===== config.mk =====
export PLATFORM = sky130hd
export DESIGN_NAME = fifo_rd_ctrl_flat
export DESIGN_NICKNAME = d
export VERILOG_FILES = /design/src/rtl/fifo_rd_ctrl_if.sv /design/src/rtl/fifo_rd_ctrl.sv /design/src/flat_wrapper.sv
export SDC_FILE = /design/constraint.sdc
export NUM_CORES = 1
export LEC_CHECK = 0
export CORE_MARGIN = 5
export CORE_UTILIZATION = 54
export CTS_BUF_LIST = sky130_fd_sc_hd__clkbuf_8
export DETAILED_ROUTE_END_ITERATION = 10
export PLACE_DENSITY = 0.88
export SYNTH_ARGS = -nofsm -noshare
export SYNTH_HDL_FRONTEND = slang
export SYNTH_SLANG_ARGS = --single-unit

===== constraint.sdc =====
create_clock -name clk -period 4.6 [get_ports clk]
set_clock_uncertainty 0.2 [all_clocks]
set_input_delay 0.92 -clock clk [delete_from_list [all_inputs] [get_ports clk]]
set_output_delay 0.92 -clock clk [all_outputs]
set_load 0.005 [all_outputs]

===== src/rtl/fifo_rd_ctrl_if.sv =====
// Handshake bundle between the FIFO read controller, the FIFO read port and the
// downstream valid/ready stream. master = controller view, slave = environment view.
interface fifo_rd_ctrl_if #(
   parameter int DW = 32
);
   logic          fifo_empty;
   logic          fifo_rd_en;
   logic          fifo_rd_ack;
   logic [DW-1:0] fifo_dout;
   logic          out_valid;
   logic          out_ready;
   logic [DW-1:0] out_data;

   modport master (
      input  fifo_empty,
      input  fifo_rd_ack,
      input  fifo_dout,
      input  out_ready,
      output fifo_rd_en,
      output out_valid,
      output out_data
   );

   modport slave (
      output fifo_empty,
      output fifo_rd_ack,
      output fifo_dout,
      output out_ready,
      input  fifo_rd_en,
      input  out_valid,
      input  out_data
   );
endinterface


===== src/rtl/fifo_rd_ctrl.sv =====
// Read-side controller for the 8x32 FIFO: pops words through a 2-entry skid buffer onto a
// valid/ready stream at 1 word/clk. Optional transferred-word counter under FIFO_RD_CNT_EN.
module fifo_rd_ctrl #(
   parameter int DW   = 32,
   parameter int CNTW = 16
) (
   input  logic            clk,
   input  logic            reset_n,
   input  logic            flush,
   fifo_rd_ctrl_if.master  bus,
   output logic            busy,
   output logic            proto_err,
   output logic [CNTW-1:0] xfer_cnt
);

   typedef enum logic [1:0] {
      S_EMPTY = 2'd0,
      S_ONE   = 2'd1,
      S_TWO   = 2'd2
   } state_t;

   state_t        state_q;
   logic          vld_p1;
   logic [DW-1:0] skid_p1 [2];
   logic          head_q;
   logic          tail_q;
   logic          inflight_q;
   logic          drop_q;
   logic          proto_err_q;

   logic          pop;
   logic          ack_ok;
   logic          wr;
   logic          rd_req;
   logic [2:0]    load;

   assign pop    = vld_p1 && bus.out_ready;
   assign ack_ok = bus.fifo_rd_ack && inflight_q;
   assign wr     = ack_ok && !drop_q && !flush;

   // Words held plus words on their way, after this cycle's pop; a read is allowed while < 2.
   assign load   = {1'b0, state_q} + {2'b00, inflight_q} - {2'b00, pop};
   assign rd_req = !bus.fifo_empty && !flush && (load < 3'd2);

   assign bus.fifo_rd_en = reset_n && rd_req;
   assign bus.out_valid  = vld_p1;
   assign bus.out_data   = skid_p1[head_q];
   assign busy           = (state_q != S_EMPTY) || inflight_q || drop_q;
   assign proto_err      = proto_err_q;

   always_ff @(posedge clk or negedge reset_n) begin
      if (!reset_n) begin
         state_q     <= S_EMPTY;
         vld_p1      <= 1'b0;
         skid_p1[0]  <= '0;
         skid_p1[1]  <= '0;
         head_q      <= 1'b0;
         tail_q      <= 1'b0;
         inflight_q  <= 1'b0;
         drop_q      <= 1'b0;
         proto_err_q <= 1'b0;
      end else begin
         if (bus.fifo_rd_ack && !inflight_q) begin
            proto_err_q <= 1'b1;
         end

         if (rd_req) begin
            inflight_q <= 1'b1;
         end else if (bus.fifo_rd_ack) begin
            inflight_q <= 1'b0;
         end

         // A read still outstanding at flush time returns stale data; swallow that one ack.
         if (flush) begin
            drop_q <= inflight_q && !bus.fifo_rd_ack;
         end else if (ack_ok) begin
            drop_q <= 1'b0;
         end

         // ---- capture stage: FIFO d_out into skid entry ----
         if (wr) begin
            skid_p1[tail_q] <= bus.fifo_dout;
            tail_q          <= ~tail_q;
         end

         if (flush) begin
            state_q <= S_EMPTY;
            vld_p1  <= 1'b0;
            head_q  <= 1'b0;
            tail_q  <= 1'b0;
         end else begin
            if (pop) begin
               head_q <= ~head_q;
            end
            case (state_q)
               S_EMPTY: begin
                  if (wr) begin
                     state_q <= S_ONE;
                     vld_p1  <= 1'b1;
                  end
               end
               S_ONE: begin
                  if (wr && !pop) begin
                     state_q <= S_TWO;
                  end else if (pop && !wr) begin
                     state_q <= S_EMPTY;
                     vld_p1  <= 1'b0;
                  end
               end
               S_TWO: begin
                  if (pop && !wr) begin
                     state_q <= S_ONE;
                  end
               end
               default: begin
                  state_q <= S_EMPTY;
                  vld_p1  <= 1'b0;
               end
            endcase
         end
      end
   end

`ifdef FIFO_RD_CNT_EN
   logic [CNTW-1:0] cnt_q;

   // Counts every delivered word, including a pop that lands in a flush cycle.
   always_ff @(posedge clk or negedge reset_n) begin
      if (!reset_n) begin
         cnt_q <= '0;
      end else if (pop) begin
         cnt_q <= cnt_q + {{(CNTW-1){1'b0}}, 1'b1};
      end
   end

   assign xfer_cnt = cnt_q;
`else
   assign xfer_cnt = '0;
`endif

endmodule

===== src/flat_wrapper.sv =====
// flat-port wrapper written by rule: the top's interface ports become plain ports
module fifo_rd_ctrl_flat 
#(
   parameter int DW   = 32,
   parameter int CNTW = 16
)
  (clk, reset_n, flush, busy, proto_err, xfer_cnt, bus_fifo_empty, bus_fifo_rd_ack, bus_fifo_dout, bus_out_ready, bus_fifo_rd_en, bus_out_valid, bus_out_data);
  fifo_rd_ctrl_if #(.DW(DW)) bus_i ();
  input  logic clk;
  input  logic reset_n;
  input  logic flush;
  output logic busy;
  output logic proto_err;
  output logic [CNTW-1:0] xfer_cnt;
  input wire logic [$bits(bus_i.fifo_empty)-1:0] bus_fifo_empty;
  input wire logic [$bits(bus_i.fifo_rd_ack)-1:0] bus_fifo_rd_ack;
  input wire logic [$bits(bus_i.fifo_dout)-1:0] bus_fifo_dout;
  input wire logic [$bits(bus_i.out_ready)-1:0] bus_out_ready;
  output wire logic [$bits(bus_i.fifo_rd_en)-1:0] bus_fifo_rd_en;
  output wire logic [$bits(bus_i.out_valid)-1:0] bus_out_valid;
  output wire logic [$bits(bus_i.out_data)-1:0] bus_out_data;
  assign bus_i.fifo_empty = bus_fifo_empty;
  assign bus_i.fifo_rd_ack = bus_fifo_rd_ack;
  assign bus_i.fifo_dout = bus_fifo_dout;
  assign bus_i.out_ready = bus_out_ready;
  assign bus_fifo_rd_en = bus_i.fifo_rd_en;
  assign bus_out_valid = bus_i.out_valid;
  assign bus_out_data = bus_i.out_data;
  fifo_rd_ctrl #(.DW(DW), .CNTW(CNTW)) u_core (.clk(clk), .reset_n(reset_n), .flush(flush), .bus(bus_i), .busy(busy), .proto_err(proto_err), .xfer_cnt(xfer_cnt));
endmodule

==> run metrics <==
status completed; Worst-Margin Slew between 0.8 and 0.9 ns; area occupied by multi-input gates around 1600 um2; clock-pin slew on the worst setup and hold paths ~0.070 ns; starting density of the core 55.5%; CTS tree done; CTS Buf Count 9; max_slew headroom a little over two fifths; synthesized instance count about 240; GRT Total Usage between 15 and 20%; post-CTS sizing 0; Syn Area/Cell about 15 um2; CP Data Required Time between 3 and 4 ns; Crit Path Class input pin to output port; reg2reg start u_core.inflight_q; chip height between 90 and 100 um; largest net degree at the start of global routing 73; commonest non-fill, non-tap cells in the layout clkdlybuf4s50_1, dfrtp_1, mux2_2, mux2_4, conb_1; Initial DRC Count between 50 and 60; RR Endpoint u_core.skid_p1[32]; Worst setup EP type output port; FF+latch count, synth between 70 and 80; GPL Wtd Cong a little under 0.8; Final period util between 90% and 100%; gr ovfl total 0; peak supply drop approximately 0.30 mV; post-route DRC violation count 0; sw frac approximately 25%; flop2flop setup slack ~2.4 ns; DR pass1 iterations 4; Final Instance Area approximately 4500 um2; Final ANT Viol Nets 0; drt wl/cell about 17 um; DP Worst Slack 0.289 ns; Post-Layout Cell Count a little under 400; final wirelength 6810 um; per-cell via count in the routed design between 5 and 6; Fillers 450; Cells after DPL 378; Reg power frac 40.5%; Root Buffer clkbuf_8; setup TNS 0 ns; Syn-to-layout area delta 26.3%; ys async rst share 100%; internal power roughly 1.9 mW; number of global-route vias before repair 2197; fin util a little over two thirds; Final Total Pwr between 2 and 3 mW; dpl cell area 4240 um2; fraction of layout cells with a size suffix above 1 between 30% and 40%; clk_lat worst skew 0.33 ns; RSZ-0062 raised after global routing no; die area approximately 8200 um2; Final #Nets around 350; sequential share of the synthesized area 51.1%; Critical Path Source Type input pin; Max Cap Viol 0; Switch Pwr between 0.6 and 0.7 mW; Power per Cell Area 573 nW/um2; IO buf count 73; number of library cell types mapped by synthesis 30; register area between 1500 and 2000 um2; Hold WS 0.267 ns; worst r2r path cells 4; main flop type after synthesis dfrtp_1; I/O Pins 90; Post-CTS Repair Setup Buffers 0; Arr. time, crit path 3.20 ns; clock sinks a little over 70; leakage power roughly 2.1 nW; Bufs on Longest Clock Path 2; Clk network pwr share between 20 and 25%; synth warn 0; first-pass GRT wire length ~11000 um; top post-synthesis cells by area dfrtp_1, mux2_2, mux2_4; final hold violation count 0; f_max about 230 MHz; die span in x 90.8 um; initial antenna violation count 0; hpwl dp 4460 um; post-synth top area share between 50 and 60%; worst hold path endpoint u_core.proto_err; fin. max-slew vios 0; row count 29; logic gate share of total power about two fifths; EDFF count, synth 0; H-tree lvl count 3; Worst Hold Class register to register; Antenna Cells 0; area leader, netlist dfrtp_1; Post-Syn Area around 3500 um2; Cells on Worst Hold Path 1; CP max FO 4; total core area 6350 um2; final setup violating endpoints 0; Final WS setup 0.284 ns; HP Start u_core.proto_err; vias 2010; hold_buf cts 0; fin crit period between 4 and 5 ns
==> cell families (layout without fill, tap and decap cells) <==
logic type | after synthesis | in the layout | share of synthesized area, %
XOR/XNOR | 4 | 4 | 0.993
adder cells (fa/ha/maj) | 1 | 1 | 0.568
buffers and inverters | 30 | 95 | 6.31
flip-flops | 72 | 72 | 51.1
AND/OR/NAND/NOR | 21 | 21 | 3.94
multiplexers | 97 | 97 | 35.2
AO/OA/AOI/OAI | 10 | 10 | 1.81
other | 1 | 16 | 0.106
==> registers in the layout, summed over array words and instances (netlist names) <==
signal and flops:
u_core.bus.out_valid 1, u_core.drop_q 1, u_core.head_q 1, u_core.inflight_q 1, u_core.proto_err 1, u_core.skid_p1 64, u_core.state_q 2, u_core.tail_q 1
==> worst max-delay path, stage by stage <==
cell	delay (ns)
clkdlybuf4s50_1	0.51
nand2_1	0.13
nor2_1	0.19
nand2b_1	0.13
nand2_1	0.06
fa_1	0.39
xnor2_1	0.14
nand3_1	0.10
nor2_1	0.11
clkdlybuf4s50_1	0.51
==> per-layer routing <==
metal,track usage (%),part of all wire [%],vias up,routed length (um)
li1,-,-,940,-
met1,23.3,45,1001,3050
met2,26.6,48,59,3280
met3,4.67,5.5,10,375
met4,7.21,1.5,0,100
met5,0,0,-,0
==> layout make-up <==
type / instances / area share (%)
clock buffer: 10 / 3.09
clock inverter: 5 / 1.83
inverter: 3 / 0.253
multi-input combinational: 149 / 35.0
sequential: 72 / 40.4
tap: 77 / 2.16
timing repair buffer: 77 / 17.2
==> worst max-delay path by stage <==
stage | startpoint | endpoint | slack [ns]
after floorplan | bus_out_ready | bus_fifo_rd_en | 1.43
after global routing | bus_out_ready | bus_fifo_rd_en | 0.07
after global placement | bus_out_ready | bus_fifo_rd_en | 0.34
after detailed placement | bus_out_ready | bus_fifo_rd_en | 0.29
final | bus_out_ready | bus_fifo_rd_en | 0.28
after CTS | bus_out_ready | bus_fifo_rd_en | 0.27
==> power by group through the flow <==
stage	clock network [mW]	registers, mW	logic [mW]
after CTS	0.561	1.03	0.991
after detailed placement	0	1.04	0.978
after floorplan	0	0.990	0.570
after global routing	0.596	1.07	1.04
final	0.548	1.03	0.972
after global placement	0	1.02	0.963
==> cells in the mapped netlist, drive strengths merged, types with 2 or more instances <==
master / n
mux2: 96
xor2: 3
nor2b: 2
nand2: 5
dfrtp: 72
buf: 26
a21oi: 3
a21o: 2
inv: 3
o21ai: 3
nor2: 8
Note: power is estimated with default switching activity, not from simulation.
